$ cat src/rtl/id_ex_hazard_stage.sv
// ID/EX pipeline register with load-use hazard detection, branch flush, external hold
// and saturating stall/flush counters for the 5-stage MIPS datapath.
module id_ex_hazard_stage #(
  parameter int DATA_W  = 32,
  parameter int ALUOP_W = 4,
  parameter int CNT_W   = 16
) (
  input  logic               Clk,
  input  logic               Rst_n,
  input  logic               Hold,
  input  logic               Flush,
  input  logic               ID_Valid,
  input  logic               ID_UsesRt,
  input  logic               ID_RegWrite,
  input  logic               ID_MemtoReg,
  input  logic               ID_MemRead,
  input  logic               ID_MemWrite,
  input  logic               ID_ALUSrc,
  input  logic               ID_RegDst,
  input  logic [ALUOP_W-1:0] ID_ALUOp,
  input  logic [DATA_W-1:0]  ID_ReadData1,
  input  logic [DATA_W-1:0]  ID_ReadData2,
  input  logic [DATA_W-1:0]  ID_Imm,
  input  logic [DATA_W-1:0]  ID_PCPlus4,
  input  logic [4:0]         ID_rs,
  input  logic [4:0]         ID_rt,
  input  logic [4:0]         ID_rd,
  output logic               EX_Valid,
  output logic               EX_RegWrite,
  output logic               EX_MemtoReg,
  output logic               EX_MemRead,
  output logic               EX_MemWrite,
  output logic               EX_ALUSrc,
  output logic               EX_RegDst,
  output logic [ALUOP_W-1:0] EX_ALUOp,
  output logic [DATA_W-1:0]  EX_ReadData1,
  output logic [DATA_W-1:0]  EX_ReadData2,
  output logic [DATA_W-1:0]  EX_Imm,
  output logic [DATA_W-1:0]  EX_PCPlus4,
  output logic [4:0]         EX_rs,
  output logic [4:0]         EX_rt,
  output logic [4:0]         EX_rd,
  output logic               PCWrite,
  output logic               IFIDWrite,
  output logic [CNT_W-1:0]   StallCount,
  output logic [CNT_W-1:0]   FlushCount
);

  logic loadUse;
  logic insertBubble;
  logic advance;

  // A load in EX whose destination is read by the valid ID instruction; $zero never hazards.
  assign loadUse = EX_Valid & EX_MemRead & (EX_rt != 5'd0) & ID_Valid &
                   ((EX_rt == ID_rs) | (ID_UsesRt & (EX_rt == ID_rt)));

  assign insertBubble = Flush | loadUse;

  // Upstream handshake: PCWrite/IFIDWrite low means PC and IF/ID must keep their contents
  // this cycle; high means the ID instruction is consumed at the next rising edge.
  assign advance   = ~Hold & (Flush | ~loadUse);
  assign PCWrite   = ~Rst_n | advance;
  assign IFIDWrite = ~Rst_n | advance;

  always_ff @(posedge Clk or negedge Rst_n) begin
    if (!Rst_n) begin
      EX_Valid     <= 1'b0;
      EX_RegWrite  <= 1'b0;
      EX_MemtoReg  <= 1'b0;
      EX_MemRead   <= 1'b0;
      EX_MemWrite  <= 1'b0;
      EX_ALUSrc    <= 1'b0;
      EX_RegDst    <= 1'b0;
      EX_ALUOp     <= '0;
      EX_ReadData1 <= '0;
      EX_ReadData2 <= '0;
      EX_Imm       <= '0;
      EX_PCPlus4   <= '0;
      EX_rs        <= '0;
      EX_rt        <= '0;
      EX_rd        <= '0;
    end else if (!Hold) begin
      if (insertBubble) begin
        EX_Valid     <= 1'b0;
        EX_RegWrite  <= 1'b0;
        EX_MemtoReg  <= 1'b0;
        EX_MemRead   <= 1'b0;
        EX_MemWrite  <= 1'b0;
        EX_ALUSrc    <= 1'b0;
        EX_RegDst    <= 1'b0;
        EX_ALUOp     <= '0;
        EX_ReadData1 <= '0;
        EX_ReadData2 <= '0;
        EX_Imm       <= '0;
        EX_PCPlus4   <= '0;
        EX_rs        <= '0;
        EX_rt        <= '0;
        EX_rd        <= '0;
      end else begin
        EX_Valid     <= ID_Valid;
        EX_RegWrite  <= ID_RegWrite;
        EX_MemtoReg  <= ID_MemtoReg;
        EX_MemRead   <= ID_MemRead;
        EX_MemWrite  <= ID_MemWrite;
        EX_ALUSrc    <= ID_ALUSrc;
        EX_RegDst    <= ID_RegDst;
        EX_ALUOp     <= ID_ALUOp;
        EX_ReadData1 <= ID_ReadData1;
        EX_ReadData2 <= ID_ReadData2;
        EX_Imm       <= ID_Imm;
        EX_PCPlus4   <= ID_PCPlus4;
        EX_rs        <= ID_rs;
        EX_rt        <= ID_rt;
        EX_rd        <= ID_rd;
      end
    end
  end

  // Flush outranks a load-use hazard, so only one of the counters moves per edge.
  always_ff @(posedge Clk or negedge Rst_n) begin
    if (!Rst_n) begin
      StallCount <= '0;
      FlushCount <= '0;
    end else if (!Hold) begin
      if (Flush) begin
        if (FlushCount != '1) FlushCount <= FlushCount + 1'b1;
      end else if (loadUse) begin
        if (StallCount != '1) StallCount <= StallCount + 1'b1;
      end
    end
  end

endmodule

$ cat config.mk
export PLATFORM = sky130hd
export DESIGN_NAME = id_ex_hazard_stage
export DESIGN_NICKNAME = d
export VERILOG_FILES = /design/src/rtl/id_ex_hazard_stage.sv
export SDC_FILE = /design/constraint.sdc
export NUM_CORES = 1
export LEC_CHECK = 0
export BUFFER_PORTS_ARGS = -buffer_cell sky130_fd_sc_hd__buf_4
export CAP_MARGIN = 20
export CELL_PAD_IN_SITES_DETAIL_PLACEMENT = 2
export CELL_PAD_IN_SITES_GLOBAL_PLACEMENT = 2
export CORE_ASPECT_RATIO = 0.8
export CORE_UTILIZATION = 29
export CTS_CLUSTER_DIAMETER = 100
export DETAILED_ROUTE_END_ITERATION = 10
export PLACE_DENSITY_LB_ADDON = 0.12
export SLEW_MARGIN = 20
export SYNTH_ARGS = -nofsm -noshare
export SYNTH_HDL_FRONTEND = slang
export SYNTH_SLANG_ARGS = --single-unit
export TNS_END_PERCENT = 20
$ cat constraint.sdc
create_clock -name Clk -period 2.5 [get_ports Clk]
set_clock_uncertainty 0.2 [all_clocks]
set_input_delay 0.5 -clock Clk [delete_from_list [all_inputs] [get_ports Clk]]
set_output_delay 0.5 -clock Clk [all_outputs]
set_load 0.02 [all_outputs]
==> impl_metrics.toml, run 1 <==
[run_status]
outcome = "finished, violations left"
violations = "negative setup slack"

[detailed_routing]
drt_iter0_drc = 186
first_pass_iters = 4
routed_wl_um = 25700
vias_per_cell = 4.98
dr_total_vias = 5856
drc = 0
avgRoutedWirePerCell_um = 21.8
drtAntennaViolNets = 0

[die]
die_h_um = 142
dieArea_um2 = 25200
start_util = 0.300
die_w_um = 177
rows = 50
io_pins = 347
core_um2 = 23800

[setup_path]
crit_required_ns = 1.80
startpoint_type = "register"
cpMaxStageDelayCell = "or4_4"
endpoint_kind = "primary output"
critPathMaxStageDelay_ns = 0.53
path_delay_family = "simple AND/OR/NAND/NOR gates"
cp_num_buf_inv = 1
cp.depth = 5
arrival_ns = 1.97
r2r_slack_ns = 0.11
worstSetupPathType = "reg -> out"
path_max_fanout = 2
path_cells = "or4_4, o21a_4, a31o_4, nand2_4, buf_6"
reg2regPathDepth = 6

[finish]
layout_commonest_cell = "buf_4"
syn2layout_area_growth_pct = 50.3
final_layout_size_suffix_gt1_frac = 0.466
fin_nets = 1014
layout_common_cells = "buf_4 (358), dfrtp_1 (186), a22o_1 (154), xnor2_1 (34), clkbuf_16 (17)"
final_cells = 1177
utilization = 0.451
num_antenna_cells = 0

[timing]
fmax_mhz = 375
rsz0062_at_grt = "yes"
period_minus_slack_ns = 2.67
tightest_slew_ns = 0.666
finalHoldViolations = 0
maxSlewViolCount = 0
fin_crit_sh = 1.07
fin_ws_ns = -0.166
hold_ws_ns = 0.0779
relSlewSlack = 0.556
setup_viol = 2
fin_tns_setup_ns = -0.331

[synthesis]
synthDistinctLibCells = 31
yosys-top-cells-area = "dfrtp_1 (65%), a22o_1 (19%), xnor2_1 (4.2%)"
ys_ff_latch = 186
synthCells = 506
synth_area_um2 = 7130
yosysWarnings = 0
yosys.area.top_type = "dfrtp_1"
seq_area_frac_synth = 0.653
synth_nets = 667
synth_top_area_share = 0.653
synth_area_per_cell_um2 = 14.1

[clock_network]
path_clk_slew_ns = 0.08
htreeDepth = 4
clockRootBuffer = "clkbuf_16"
cts_buffers = 17
cts_tree = "yes"
clk_path_buf_depth = 2
clock_latency_ns = 0.43
clkSinkCount = 186

[global_route]
antenna_found_initial = 0
overflow = 0
grtUsageTotal = 0.207
grt_pass1_vias = 6573
grt_max_degree = 108
grt_pass1_wl_um = 39600

[pwr]
p_leak_nw = 5.46
ir_drop_mv = 0.440
power_w = 0.00767
power_density_nw_per_um2 = 715

[flow_run]
maxCapViolCount = 0

[place]
placed_cells = 1142
dpl.hpwl_um = 18900
place.gp.congestion = 0.807
port_buffers = 346

[hold_path]
hold_class = "in -> reg"
hold_depth = 2
[per-stage QoR]
stage          instance area (µm²)  setup slack [ns]
2_1_floorplan                 7130            0.0526
3_3_place_gp                 10000             0.174
3_5_place_dp                 10000             0.169
4_1_cts                      10700            -0.244
5_1_grt                      10700            -0.247
6_report                     10700            -0.166
[final cells by class]
cell class                 instances  area (µm²)
fill                            2384       13100
tap                              312         390
sequential                       186        4650
clock inverter                    13         160
inverter                           2        7.51
timing repair buffer             365        2790
multi-input combinational        281        2270
clock buffer                      18         439
[where the power goes]
group	internal, W	total [W]	switching (W)
Combinational	0.000690	0.00144	0.000748
Sequential	0.00324	0.00346	0.000216
Clock	0.00145	0.00277	0.00132
[metal layers]
layer,global-route usage,share of wire,up-vias
met5,0,0,-
met4,0.0630,0.019,0
met3,0.0694,0.077,25
met2,0.356,0.50,236
met1,0.243,0.41,2993
li1,-,-,2602
[worst paths after layout]
kind                                    start             end
worst max-delay path                 EX_rt[2]       IFIDWrite
worst min-delay path               ID_Imm[12]      EX_Imm[12]
worst max register to register       EX_rt[2]      EX_Imm[16]
worst min register to register  StallCount[5]   StallCount[5]
max in group asynchronous               Rst_n  EX_PCPlus4[31]
min in group asynchronous               Rst_n   FlushCount[5]
[synth_stat cells]
library cell,n
and4_1,6
clkbuf_1,19
and3_1,9
buf_4,2
nand2_1,16
buf_8,7
a21boi_1,1
a311oi_1,1
nor2_1,5
and2_1,3
nand4_1,12
a31o_2,1
o31a_1,1
o21a_1,2
inv_1,2
or4_1,1
nor2b_1,1
buf_2,9
a22o_1,154
dfrtp_1,186
nor3_1,2
ha_1,2
o22ai_2,1
xor2_1,4
nand3_1,15
nor4_1,3
o31ai_1,2
nand4b_1,2
mux2_2,2
o211ai_1,1
xnor2_1,34
[logic make-up after synthesis]
logic type                 Yosys count  synth area share
DFF                                186             0.653
AOI/OAI and AO/OA                  164             0.201
and+or+nand+nor                     75            0.0585
buffers and inverters               39            0.0342
xor gates and xnor gates            38            0.0467
muxes                                2           0.00316
adders and majority gates            2           0.00351
[state kept, by name (all words and copies together) (netlist names)]
register,cells
EX_RegDst,1
EX_Imm,32
EX_ReadData1,32
EX_RegWrite,1
EX_PCPlus4,32
FlushCount,16
EX_rt,5
EX_MemtoReg,1
EX_rs,5
EX_MemWrite,1
StallCount,16
EX_Valid,1
EX_MemRead,1
EX_ReadData2,32
EX_rd,5
EX_ALUSrc,1
EX_ALUOp,4
[repair_timing]
item,4_1_cts,5_1_grt
endpoints found under the setup margin,2,2
resized for setup,6,0
endpoints found under the hold margin,24,0
hold buffers,2,0
buffers inserted,1,1
pin swaps,3,5
Power figures use the tool's default switching activity.
==> inputs of run 2 (changes only) <==
Settings changed: CORE_UTILIZATION 29 to 31.
Clock period 2.5 ns to 3.1 ns, I/O delays scaled along.
==> run 2 against run 1 <==
Compared with the run above:
- the run now ends clean
- setup slack improved by 0.28 ns
- via count fell by 0.15%
- largest power group unchanged
- final cell count down 1.0%
- die area fell by 6.4%
- wire length rose by 1.6%
- sequential power fell by 19%
==> impl_metrics.toml, run 2 (same netlist as run 1, synthesis figures left out) <==
[detailed_routing]
avgRoutedWirePerCell_um = 22.4
vias_per_cell = 5.02
routed-wl-met3_um = 2240
wl_met1_um = 10000
routed_wl_um = 26100
top_layer = "met4"
drt_iter0_drc = 254
first_pass_iters = 4
dr_total_vias = 5847
drtAntennaViolNets = 0
drc = 0
met2_length_um = 13300

[place]
dpl.hpwl_um = 18900
place.gp.congestion = 0.783
port_buffers = 346
placed_cells = 1132
dp_slack_ns = 0.529

[die]
die_w_um = 172
die_h_um = 138
start_util = 0.317
dieArea_um2 = 23600
rows = 49
io_pins = 347
core_um2 = 22500

[timing]
maxSlewViolCount = 0
period_minus_slack_ns = 2.99
rsz0062_at_grt = "no"
setup_viol = 0
fmax_mhz = 335
finalHoldViolations = 0
fin_tns_setup_ns = 0
tightest_slew_ns = 1.02
fin_ws_ns = 0.111
fin_crit_sh = 0.964
relSlewSlack = 0.317

[global_route]
grt_max_degree = 93
antenna_found_initial = 1
grt_pass1_vias = 6509
grt_pass1_wl_um = 38300
grtUsageTotal = 0.218
overflow = 0

[clock_network]
clkSinkCount = 186
path_clk_slew_ns = 0.08
clock_latency_ns = 0.44
postCtsSetupBuffers = 0
cts_tree = "yes"
clk_path_buf_depth = 2
cts-resized-gates = 0
cts_buffers = 17
clockRootBuffer = "clkbuf_16"
hold_buffers = 0
htreeDepth = 4

[pwr]
p_leak_nw = 5.41
power_density_nw_per_um2 = 584
ir_drop_mv = 0.268
power_w = 0.00619

[finish]
fin_nets = 1006
syn2layout_area_growth_pct = 48.7
layout_common_cells = "buf_4 (354), dfrtp_1 (186), a22o_1 (154), xnor2_1 (34), clkbuf_16 (17)"
final_cells = 1165
layout_commonest_cell = "buf_4"
final_layout_size_suffix_gt1_frac = 0.459

[setup_path]
worstSetupPathType = "reg -> out"
r2r-end = "EX_PCPlus4[14]"
arrival_ns = 2.17
endpoint = "IFIDWrite"
crit_start = "EX_rt[1]"
r2r_slack_ns = 0.57
reg2regPathDepth = 5
path_max_fanout = 5
crit_required_ns = 2.28
endpoint_kind = "primary output"
startpoint_type = "register"
timing.rr.start = "EX_rt[1]"

[hold_path]
hold_class = "in -> async"

[flow_run]
maxCapViolCount = 0

[run_status]
outcome = "finished clean"
[run 2: worst min path at each step]
| stage | end |
|---|---|
| final | FlushCount[5] |
| after global routing | FlushCount[7] |
| after CTS | FlushCount[5] |
| after detailed placement | StallCount[14] |
| after global placement | StallCount[14] |
| after floorplan | EX_ALUOp[0] |
[run 2: stage by stage]
stage / cell area [µm²] / util / hold WS (ns)
6_report: 10600 / 0.471 / 0.132
5_1_grt: 10600 / 0.471 / 0.175
4_1_cts: 10600 / 0.471 / 0.146
3_5_place_dp: 10000 / 0.444 / 0.298
3_3_place_gp: 10000 / 0.444 / 0.282
2_1_floorplan: 7130 / - / 0.124
[run 2: layer usage]
metal	vias to the layer above	global-route usage
li1	2598	-
met1	3003	0.247
met2	218	0.378
met3	28	0.0758
met4	0	0.0784
met5	-	0
[run 2: area by class of cell]
cell class	count	area [µm²]
Antenna cell	1	2.50
Clock buffer	17	425
Clock inverter	15	176
Fill cell	2283	11900
Inverter	2	7.51
Multi-Input combinational cell	281	2240
Sequential cell	186	4650
Tap cell	306	383
Timing Repair Buffer	357	2710
[run 2: critical path, stage by stage (launching register included)]
cell and delay, ns:
dfrtp_1 0.45, or4_1 0.57, o21a_1 0.23, a31o_2 0.27
nand2_1 0.09, buf_4 0.14
[run 2: power breakdown]
| group | internal (W) | leakage [nW] | switching (W) |
|---|---|---|---|
| clock network | 0.00116 | 0.298 | 0.00110 |
| registers | 0.00262 | 2.44 | 0.000175 |
| logic | 0.000545 | 2.67 | 0.000603 |
